`config.mk`:
```
export PLATFORM = sky130hd
export DESIGN_NAME = offset_skid_stage
export DESIGN_NICKNAME = d
export VERILOG_FILES = /design/src/rtl/offset_skid_stage.sv
export SDC_FILE = /design/constraint.sdc
export NUM_CORES = 1
export LEC_CHECK = 0
export CORE_MARGIN = 3
export CORE_UTILIZATION = 55
export DETAILED_ROUTE_END_ITERATION = 10
export PLACE_DENSITY = 0.84
export SKIP_CTS_REPAIR_TIMING = 1
export SYNTH_ARGS = -nofsm -noshare
export SYNTH_HDL_FRONTEND = slang
export SYNTH_SLANG_ARGS = --single-unit
```
`constraint.sdc`:
```
create_clock -name clk -period 3.3 [get_ports clk]
set_input_delay 0.66 -clock clk [delete_from_list [all_inputs] [get_ports clk]]
set_output_delay 0.66 -clock clk [all_outputs]
set_load 0.05 [all_outputs]
```
`src/rtl/offset_skid_stage.sv`:
```
// Two-entry skid stage that adds a signed OFFSET to every accepted word; in_ready is registered.
// Optional saturation of the sum is enabled by defining OFFSET_SKID_STAGE_SAT_EN.
module offset_skid_stage #(
    parameter int OFFSET = 2,
    parameter int WIDTH  = 32
) (
    input  logic             clk,
    input  logic             rst,
    input  logic             in_valid,
    output logic             in_ready,
    input  logic [WIDTH-1:0] in_data,
    output logic             out_valid,
    input  logic             out_ready,
    output logic [WIDTH-1:0] out_data,
    output logic [31:0]      xfer_count
);

    localparam int unsigned W  = WIDTH;
    localparam int unsigned CW = 32;
    localparam logic [W:0]  OFF_EXT = (W+1)'(OFFSET);

    typedef enum logic [1:0] {
        EMPTY = 2'd0,
        ONE   = 2'd1,
        TWO   = 2'd2
    } state_e;

    state_e         state_q;
    logic [W-1:0]   main_q;
    logic [W-1:0]   skid_q;
    logic [CW-1:0]  cnt_q;
    logic           in_ready_q;
    logic           out_valid_q;

    logic [W:0]     sum_wide;
    logic [W-1:0]   sum_d;
    logic           accept_c;
    logic           emit_c;

    // One extra bit of headroom exposes signed overflow as a sign mismatch.
    always_comb begin
        sum_wide = {in_data[W-1], in_data} + OFF_EXT;
`ifdef OFFSET_SKID_STAGE_SAT_EN
        if (sum_wide[W] != sum_wide[W-1]) begin
            sum_d = sum_wide[W] ? {1'b1, {(W-1){1'b0}}} : {1'b0, {(W-1){1'b1}}};
        end else begin
            sum_d = sum_wide[W-1:0];
        end
`else
        sum_d = sum_wide[W-1:0];
`endif
    end

    assign accept_c = in_valid & in_ready_q;
    assign emit_c   = out_valid_q & out_ready;

    always_ff @(posedge clk) begin
        if (rst) begin
            state_q     <= EMPTY;
            main_q      <= '0;
            skid_q      <= '0;
            cnt_q       <= '0;
            in_ready_q  <= 1'b1;
            out_valid_q <= 1'b0;
        end else begin
            if (emit_c) begin
                cnt_q <= cnt_q + CW'(1);
            end
            case (state_q)
                EMPTY: begin
                    if (accept_c) begin
                        main_q      <= sum_d;
                        out_valid_q <= 1'b1;
                        state_q     <= ONE;
                    end
                end
                ONE: begin
                    if (accept_c && !emit_c) begin
                        skid_q     <= sum_d;
                        in_ready_q <= 1'b0;
                        state_q    <= TWO;
                    end else if (emit_c && !accept_c) begin
                        out_valid_q <= 1'b0;
                        state_q     <= EMPTY;
                    end else if (emit_c && accept_c) begin
                        main_q <= sum_d;
                    end
                end
                TWO: begin
                    // in_ready is low here, so only the drain path exists.
                    if (emit_c) begin
                        main_q     <= skid_q;
                        in_ready_q <= 1'b1;
                        state_q    <= ONE;
                    end
                end
                default: begin
                    state_q     <= EMPTY;
                    in_ready_q  <= 1'b1;
                    out_valid_q <= 1'b0;
                end
            endcase
        end
    end

    assign in_ready   = in_ready_q;
    assign out_valid  = out_valid_q;
    assign out_data   = main_q;
    assign xfer_count = cnt_q;

endmodule

```
==> impl_metrics.yaml, run 1 <==
layout:
  mostFrequentLayoutCells: "dfxtp_1, clkdlybuf4s50_1, nor2_1, nand2_1, xnor2_1"
  seq_area_um2: 2000
  utilization_pct: 72.6
  area_growth_pct: 24.6
  fillers: 628
  drive_above_1_share_pct: 6.76
  layout.cells.non_filler: 771
  multi_input_area_um2: 2680
  diodes: 0
  nets: 704
yosys:
  synth-edff-count: 0
  synth_top_family_by_area: "simple AND/OR/NAND/NOR gates"
  yosys.area_share.simple_pct: 28.2
  synth_compound_area_share_pct: 14.3
  syn_inst: 582
  synth_ff_type: "dfxtp_1"
  yosys.area_share.xor_xnor_pct: 10.3
  postSynthAreaPerCell_um2: 8.47
  synth_nets: 623
  ys_ff_latch: 100
  synthAdderAreaFrac_pct: 1.27
  synthMuxAreaShare_pct: 0.203
  synth_warnings: 0
  synth_cell_types: 57
  ys_seq_area_share_pct: 40.6
  netlist_area_um2: 4930
  async_flop_share_pct: 0
placement:
  hpwl_um: 8740
  numPortBuffers: 101
  routabilityCongestion: 0.871
  dp_slack_ns: 0.211
  dp_cells: 757
grt:
  grt-ovfl-total: 0
  grt_pass1_vias: 4482
  grt_pass1_wl_um: 20800
  grt_max_degree: 97
  grt_usage_pct: 25.1
  antenna_found_initial: 0
floorplanning:
  start_util_pct: 58.2
  die_x_um: 101
  io_pins: 102
  dieArea_um2: 10100
  die_h_um: 101
  rows: 33
  core_area_um2: 8460
setup_path:
  criticalPathCategory: "in -> reg"
  required_ns: 3.57
  end_kind: "flop"
  startpoint_type: "input pin"
  cp_max_fo: 12
  arrival_ns: 3.02
power:
  intPower_mw: 1.88
  p_leak_nw: 2.06
  power.density_nw_per_um2: 439
  p_sw_share_pct: 30.2
  power.switching_uw: 815
  peakVddDrop_v: 0.000302
  power_frac_comb_pct: 21.9
  seq_power_share_pct: 49.1
  clkPwrFrac_pct: 29.0
sta:
  setup_viol: 0
  rsz0062_at_grt: "false"
  layout_min_cycle_time_ns: 2.75
  tightest_slew_ns: 1.01
  post-route-period-util_pct: 83.3
  worst_slack_ns: 0.550
  finalHoldViolCount: 0
  final.setup_skew_ns: 0.00655
  slew_headroom_pct: 32.5
  fmax_ghz: 0.364
  slew_violations: 0
  setup_tns_ns: 0
detailed_routing:
  drtPass1Iterations: 4
  via_count: 4622
  routedWlPerCell_um: 16.4
  drt_iter0_markers: 265
  wl_um: 12600
  drc: 0
  antenna_left: 0
  avgViaCountPerCell: 5.99
clock_network:
  cts_buffer_depth: 2
  numCtsBuffers: 9
  cts.sinks: 100
  htreeDepth: 3
  clkLatencyLatePin_ns: 0.35
  clockRootBuffer: "clkbuf_8"
  cts_tree: "done"
  clk_pin_slew_worst_paths_ns: 0.09
hold_path:
  min_path_type: "reg -> reg"
flow_run:
  max_cap_violations: 0
outcome:
  status: "complete, no violations"
==> cells in the mapped netlist (2+ instances only) <==
| master | number | area [um2] |
|---|---|---|
| ha_1 | 5 | 62.6 |
| nand2b_1 | 4 | 25.0 |
| nor2_1 | 86 | 323 |
| and2_1 | 2 | 12.5 |
| buf_2 | 11 | 55.1 |
| buf_1 | 6 | 22.5 |
| a211o_1 | 5 | 43.8 |
| o31ai_1 | 2 | 15.0 |
| dfxtp_1 | 100 | 2000 |
| nand3_2 | 2 | 20.0 |
| clkbuf_8 | 3 | 41.3 |
| nand3b_1 | 2 | 15.0 |
| nor3_1 | 11 | 55.1 |
| xnor2_1 | 33 | 289 |
| a211oi_1 | 29 | 218 |
| o22ai_1 | 10 | 62.6 |
| nor2b_1 | 2 | 12.5 |
| nand4_1 | 21 | 131 |
| o21ai_0 | 3 | 15.0 |
| clkbuf_1 | 17 | 63.8 |
| nand2_1 | 54 | 203 |
| nand3_1 | 25 | 125 |
| nor4_1 | 13 | 81.3 |
| and4_1 | 6 | 52.6 |
| o211ai_1 | 8 | 60.1 |
| a21oi_1 | 20 | 100 |
| a311oi_1 | 2 | 17.5 |
| a31oi_1 | 13 | 81.3 |
| nor4_2 | 8 | 100 |
| and3_1 | 17 | 106 |
| or3_1 | 3 | 18.8 |
| buf_4 | 2 | 15.0 |
| xor2_1 | 25 | 219 |
| inv_1 | 9 | 33.8 |
==> path summary, 6_finish.rpt <==
path | from | to | slack, ns | cells after the start
setup / recovery | out_ready | out_data[17] | 0.55 | 9
hold / removal | out_data[14] | out_data[14] | 0.45 | 2
setup reg to reg | out_valid | out_data[17] | 0.91 | 8
hold reg to reg | out_data[14] | out_data[14] | 0.45 | 2
==> power groups by stage <==
stage          combinational (mW)  clock (mW)  sequential, mW
3_3_place_gp                0.572           0            1.35
6_report                    0.590       0.781            1.32
4_1_cts                     0.589       0.789            1.32
3_5_place_dp                0.585           0            1.35
2_1_floorplan               0.243           0            1.48
5_1_grt                     0.628       0.834            1.33
==> flip-flops by register name (all words and copies together), names as in the netlist <==
register    count
out_data       32
skid_q         32
xfer_count     32
state_q         2
in_ready        1
out_valid       1
==> critical path, stage by stage <==
cell	delay, ns
clkdlybuf4s50_1	0.41
nand2_1	0.29
inv_2	0.14
ha_1	0.24
nor2_1	0.10
nand3_1	0.24
nand2_1	0.19
nand3_1	0.41
o211ai_1	0.33
==> metal layers <==
layer  GRT usage [%]  wire length [um]  vias to the layer above
li1                -                 -                     2240
met1            32.7              5480                     2165
met2            41.3              5980                      195
met3            4.50               948                       22
met4            9.74               227                        0
met5               0                 0                        -
==> area by class of cell <==
class,instances,area share (%)
multi-input combinational,431,43.6
sequential,100,32.6
timing repair buffer,110,17.9
clock buffer,12,2.53
tap,105,2.14
inverter,11,0.672
clock inverter,2,0.570
==> logic make-up (layout without fill, tap and decap cells) <==
kind of cell | count (synthesis) | after routing
adders and majority gates | 5 | 5
buffers and inverters | 51 | 135
and+or+nand+nor | 265 | 265
xor gates and xnor gates | 58 | 58
AOI/OAI and AO/OA | 102 | 102
muxes | 1 | 1
DFF | 100 | 100
==> metrics by stage <==
stage	area, um2	hold WS, ns	total power, mW
after floorplan	4930	0.437	1.73
after global placement	5950	0.438	1.92
after detailed placement	5950	0.444	1.93
after CTS	6140	0.457	2.70
after global routing	6140	0.471	2.79
final	6140	0.453	2.69
Note: power is estimated with default switching activity, not from simulation.
==> inputs of run 2 (changes only) <==
- CORE_UTILIZATION: 55 -> 51
- PLACE_DENSITY: 0.84 -> 0.79
- clock period: 3.3 -> 2.9 ns (I/O delays scaled with it)
==> run 2 against run 1 <==
Hold slack improved by 0.0084 ns; first-iteration DRC count rose by 2.3%; sequential share of layout area fell by 0.37 points; combinational power rose by 13%; global-route usage fell by 1.8 points; worst setup slack got worse by 0.10 ns; sequential power rose by 14%; count of clock-buffer cells in the layout fell by 3; total power rose by 18%; non-clock buffer count rose by 3; utilization fell by 6.0 points; sequential cell count did not move.
==> impl_metrics.yaml, run 2 (synthesis results as in run 1) <==
floorplanning:
  core_area_um2: 9330
  dieArea_um2: 10900
  start_util_pct: 52.9
  die_x_um: 104
  die_h_um: 104
  io_pins: 102
  rows: 35
clock_network:
  htreeDepth: 3
  clk_pin_slew_worst_paths_ns: 0.10
  cts_tree: "done"
  clkLatencyLatePin_ns: 0.37
  cts.sinks: 100
  cts_buffer_depth: 2
  numCtsBuffers: 9
  clockRootBuffer: "clkbuf_8"
power:
  p_sw_share_pct: 30.9
  power.switching_uw: 981
  finalPower_mw: 3.17
  power_frac_comb_pct: 21.1
  p_leak_nw: 2.08
  clkPwrFrac_pct: 31.5
  peakVddDrop_v: 0.000263
  power.density_nw_per_um2: 511
  intPower_mw: 2.19
  seq_power_share_pct: 47.5
sta:
  slew_violations: 0
  setup_viol: 0
  finalHoldViolCount: 0
  setup_tns_ns: 0
  rsz0062_at_grt: "false"
  tightest_slew_ns: 1.01
  post-route-period-util_pct: 84.6
  fmax_ghz: 0.408
  slew_headroom_pct: 32.4
  final.setup_skew_ns: 0.0171
  layout_min_cycle_time_ns: 2.45
detailed_routing:
  antenna_left: 0
  drc: 0
  routedWlPerCell_um: 16.0
  wl_met2_um: 6010
  drtPass1Iterations: 4
  met3_length_um: 745
  wl_um: 12800
  via_count: 4621
  top_layer: "met4"
  drt_iter0_markers: 271
  avgViaCountPerCell: 5.78
  wl_met1_um: 5820
layout:
  mostFrequentLayoutCells: "dfxtp_1, clkdlybuf4s50_1, nor2_1, nand2_1, xnor2_1"
  nets: 707
  area_growth_pct: 26.0
  fillers: 770
  diodes: 0
  drive_above_1_share_pct: 7.60
grt:
  grt_max_degree: 97
  grt_usage_pct: 23.3
  grt-ovfl-total: 0
  antenna_found_initial: 0
  grt_pass1_vias: 4393
  grt_pass1_wl_um: 21200
placement:
  hpwl_um: 8860
  routabilityCongestion: 0.886
  numPortBuffers: 101
hold_path:
  min_path_type: "reg -> reg"
setup_path:
  cpPeakStageDelay_ns: 0.55
  cp_cell_sequence: "clkdlybuf4s50_1 > ha_1 > nand2_1 > nor4b_4 > nand2_2 > or4_1 > a31oi_1"
  required_ns: 3.18
  cp_slowest_cell: "clkdlybuf4s50_1"
  startpoint_type: "input pin"
  end_kind: "flop"
  arrival_ns: 2.73
  cp_max_fo: 6
  r2r_slack_ns: 0.72
  criticalPathCategory: "in -> reg"
outcome:
  status: "complete, no violations"
flow_run:
  max_cap_violations: 0
==> run 2: cell types whose count changed in the layout (fill, tap and decap cells not counted) <==
cell / change
bufinv_16: +1
buf_12: -1
buf_4: +4
inv_6: +2
clkbuf_1: -1
clkbuf_8: -2
clkinvlp_4: +2
==> run 2: final timing paths <==
check        startpoint           end  cells past startpoint
max          in_data[1]  out_data[19]                      7
min           skid_q[0]     skid_q[0]                      2
max reg2reg   out_valid   out_data[7]                      9
min reg2reg   skid_q[0]     skid_q[0]                      2
==> run 2: per-stage QoR <==
stage	setup slack (ns)	cells	instance area (um2)	utilization [%]	hold slack [ns]
final	0.447	800	6210	66.6	0.462
after global routing	0.311	800	6210	66.6	0.496
after CTS	0.441	800	6210	66.6	0.464
after detailed placement	0.0660	784	5990	64.2	0.450
after global placement	0.139	784	5990	64.2	0.441
after floorplan	0.654	582	4930	-	0.437
==> run 2: routing by layer <==
layer | track usage, % | up-vias
met2 | 37.0 | 164
met3 | 4.41 | 20
li1 | - | 2243
met5 | 0 | -
met1 | 31.9 | 2194
met4 | 7.69 | 0
==> run 2: final cells by class <==
| class | instances | area [um2] | area share (%) |
|---|---|---|---|
| clock inverters | 7 | 97.6 | 1.57 |
| flip-flops and latches | 100 | 2000 | 32.2 |
| clock buffers | 9 | 124 | 1.99 |
| well taps | 129 | 161 | 2.60 |
| repair buffers | 113 | 1110 | 17.8 |
| inverters | 11 | 41.3 | 0.665 |
| multi-input cells | 431 | 2680 | 43.1 |
==> run 2: worst max-delay path, delay by kind of cell <==
family,cells,cell delay [ns]
and+or+nand+nor,4,1.19
adders and majority gates,1,0.25
buffers and inverters,1,0.55
AOI/OAI and AO/OA,1,0.17
==> run 2: power by group through the flow <==
stage / Clock [mW] / Sequential, mW / Combinational (mW)
after global placement: 0 / 1.53 / 0.650
final: 0.998 / 1.51 / 0.669
after global routing: 1.06 / 1.52 / 0.715
after CTS: 1.02 / 1.51 / 0.667
after detailed placement: 0 / 1.54 / 0.664
after floorplan: 0 / 1.69 / 0.276
==> inputs of run 3 (changes only) <==
- clock period: 2.9 -> 2.3 ns (I/O delays scaled with it)
==> run 3 against run 2 <==
Sequential cell count unchanged; clock power increased by 19%; largest cell class unchanged; worst setup slack lost 0.29 ns; non-clock buffer count rose by 47; total power increased by 26%; global-route usage rose by 1.3 points; critical path type is now reg -> out; combinational power is 37% higher.
==> impl_metrics.yaml, run 3 (synthesis results as in run 1) <==
outcome:
  status: "complete, no violations"
setup_path:
  cpPeakStageDelay_ns: 0.85
  cp_max_fo: 5
  cp_slowest_cell: "clkdlybuf4s50_1"
  crit_family: "buffers and inverters"
  crit_buf_inv: 1
  cp_cell_sequence: "clkdlybuf4s50_1"
  end_kind: "output pin"
  criticalPathCategory: "reg -> out"
  required_ns: 1.84
  arrival_ns: 1.68
  startpoint_type: "flop"
sta:
  setup_tns_ns: 0
  tightest_slew_ns: 0.560
  slew_violations: 0
  post-route-period-util_pct: 93.0
  fmax_ghz: 0.467
  layout_min_cycle_time_ns: 2.14
  rsz0062_at_grt: "false"
  worst_slack_ns: 0.160
  slew_headroom_pct: 62.3
  finalHoldViolCount: 0
  setup_viol: 0
  final.setup_skew_ns: 0.0114
layout:
  nets: 754
  fillers: 717
  final_area_um2: 6590
  mostFrequentLayoutCells: "dfxtp_1, clkdlybuf4s50_1, nor2_1, buf_4, nand2_1"
  utilization_pct: 70.7
  area_growth_pct: 33.7
  drive_above_1_share_pct: 13.5
  layout.cells.non_filler: 846
  diodes: 0
clock_network:
  clk_pin_slew_worst_paths_ns: 0.10
  cts_buffer_depth: 2
  htreeDepth: 3
  clkLatencyLatePin_ns: 0.36
  numCtsBuffers: 9
  cts_tree: "done"
  cts.sinks: 100
  clockRootBuffer: "clkbuf_8"
floorplanning:
  rows: 35
  die_h_um: 104
  die_x_um: 104
  io_pins: 102
  dieArea_um2: 10900
  core_area_um2: 9330
  start_util_pct: 52.9
detailed_routing:
  avgViaCountPerCell: 5.72
  wl_um: 13400
  antenna_left: 0
  drc: 0
  via_count: 4842
  routedWlPerCell_um: 15.8
  drtPass1Iterations: 6
  drt_iter0_markers: 287
grt:
  grt-ovfl-total: 0
  grt_max_degree: 97
  grt_pass1_wl_um: 22600
  grt_usage_pct: 24.6
  grt_pass1_vias: 4824
  antenna_found_initial: 0
placement:
  dp_slack_ns: -0.172
  detailed_place.area_um2: 6380
  routabilityCongestion: 0.888
  hpwl_um: 9750
  dp_cells: 831
  numPortBuffers: 101
flow_run:
  max_cap_violations: 0
hold_path:
  min_path_type: "in -> reg"
power:
  power.density_nw_per_um2: 608
  p_leak_nw: 2.32
  peakVddDrop_v: 0.000375
## run 3: changes by cell type in the layout (fill, tap and decap cells not counted), sizes merged
| cell | change |
|---|---|
| buf | +47 |
| clkbuf | +2 |
| inv | -1 |
| clkinvlp | -2 |
| bufinv | -1 |
| clkinv | +1 |
## run 3: where the power goes
part           switching [mW]  internal [mW]
combinational           0.549          0.368
clock                   0.629          0.565
sequential             0.0647           1.83
## run 3: tightest hold or removal path: stages
cell and delay, ns:
buf_2 0.14, clkinv_1 0.09, nand2_1 0.05
## run 3: path summary, 6_finish.rpt
check / from / to / slack, ns / cells after the start
worst min-delay path: rst / in_ready / 0.41 / 3
worst max-delay path: xfer_count[6] / xfer_count[6] / 0.16 / 1
worst max register to register: out_valid / xfer_count[31] / 0.33 / 7
worst min register to register: out_data[7] / out_data[7] / 0.46 / 2
## run 3: per-layer routing
metal  vias to the layer above  GRT usage, %  part of all wire (%)
li1                       2330             -                     -
met1                      2302          32.1                    44
met2                       190          41.1                    49
met3                        20          4.53                   5.8
met4                         0          7.79                   1.5
met5                         -             0                     0
## run 3: layout make-up
type                    instances  area, um2  area share (%)
multi-input cells             431       2680            40.6
flip-flops and latches        100       2000            30.4
repair buffers                160       1500            22.7
well taps                     129        161            2.45
clock buffers                  11        151            2.30
clock inverters                 4       56.3           0.854
inverters                      11       41.3           0.627
## run 3: per-stage QoR
step	hold WS (ns)	power [mW]
2_1_floorplan	0.437	2.48
3_3_place_gp	0.441	2.82
3_5_place_dp	0.445	2.85
4_1_cts	0.395	4.01
5_1_grt	0.429	4.16
6_report	0.410	4.01
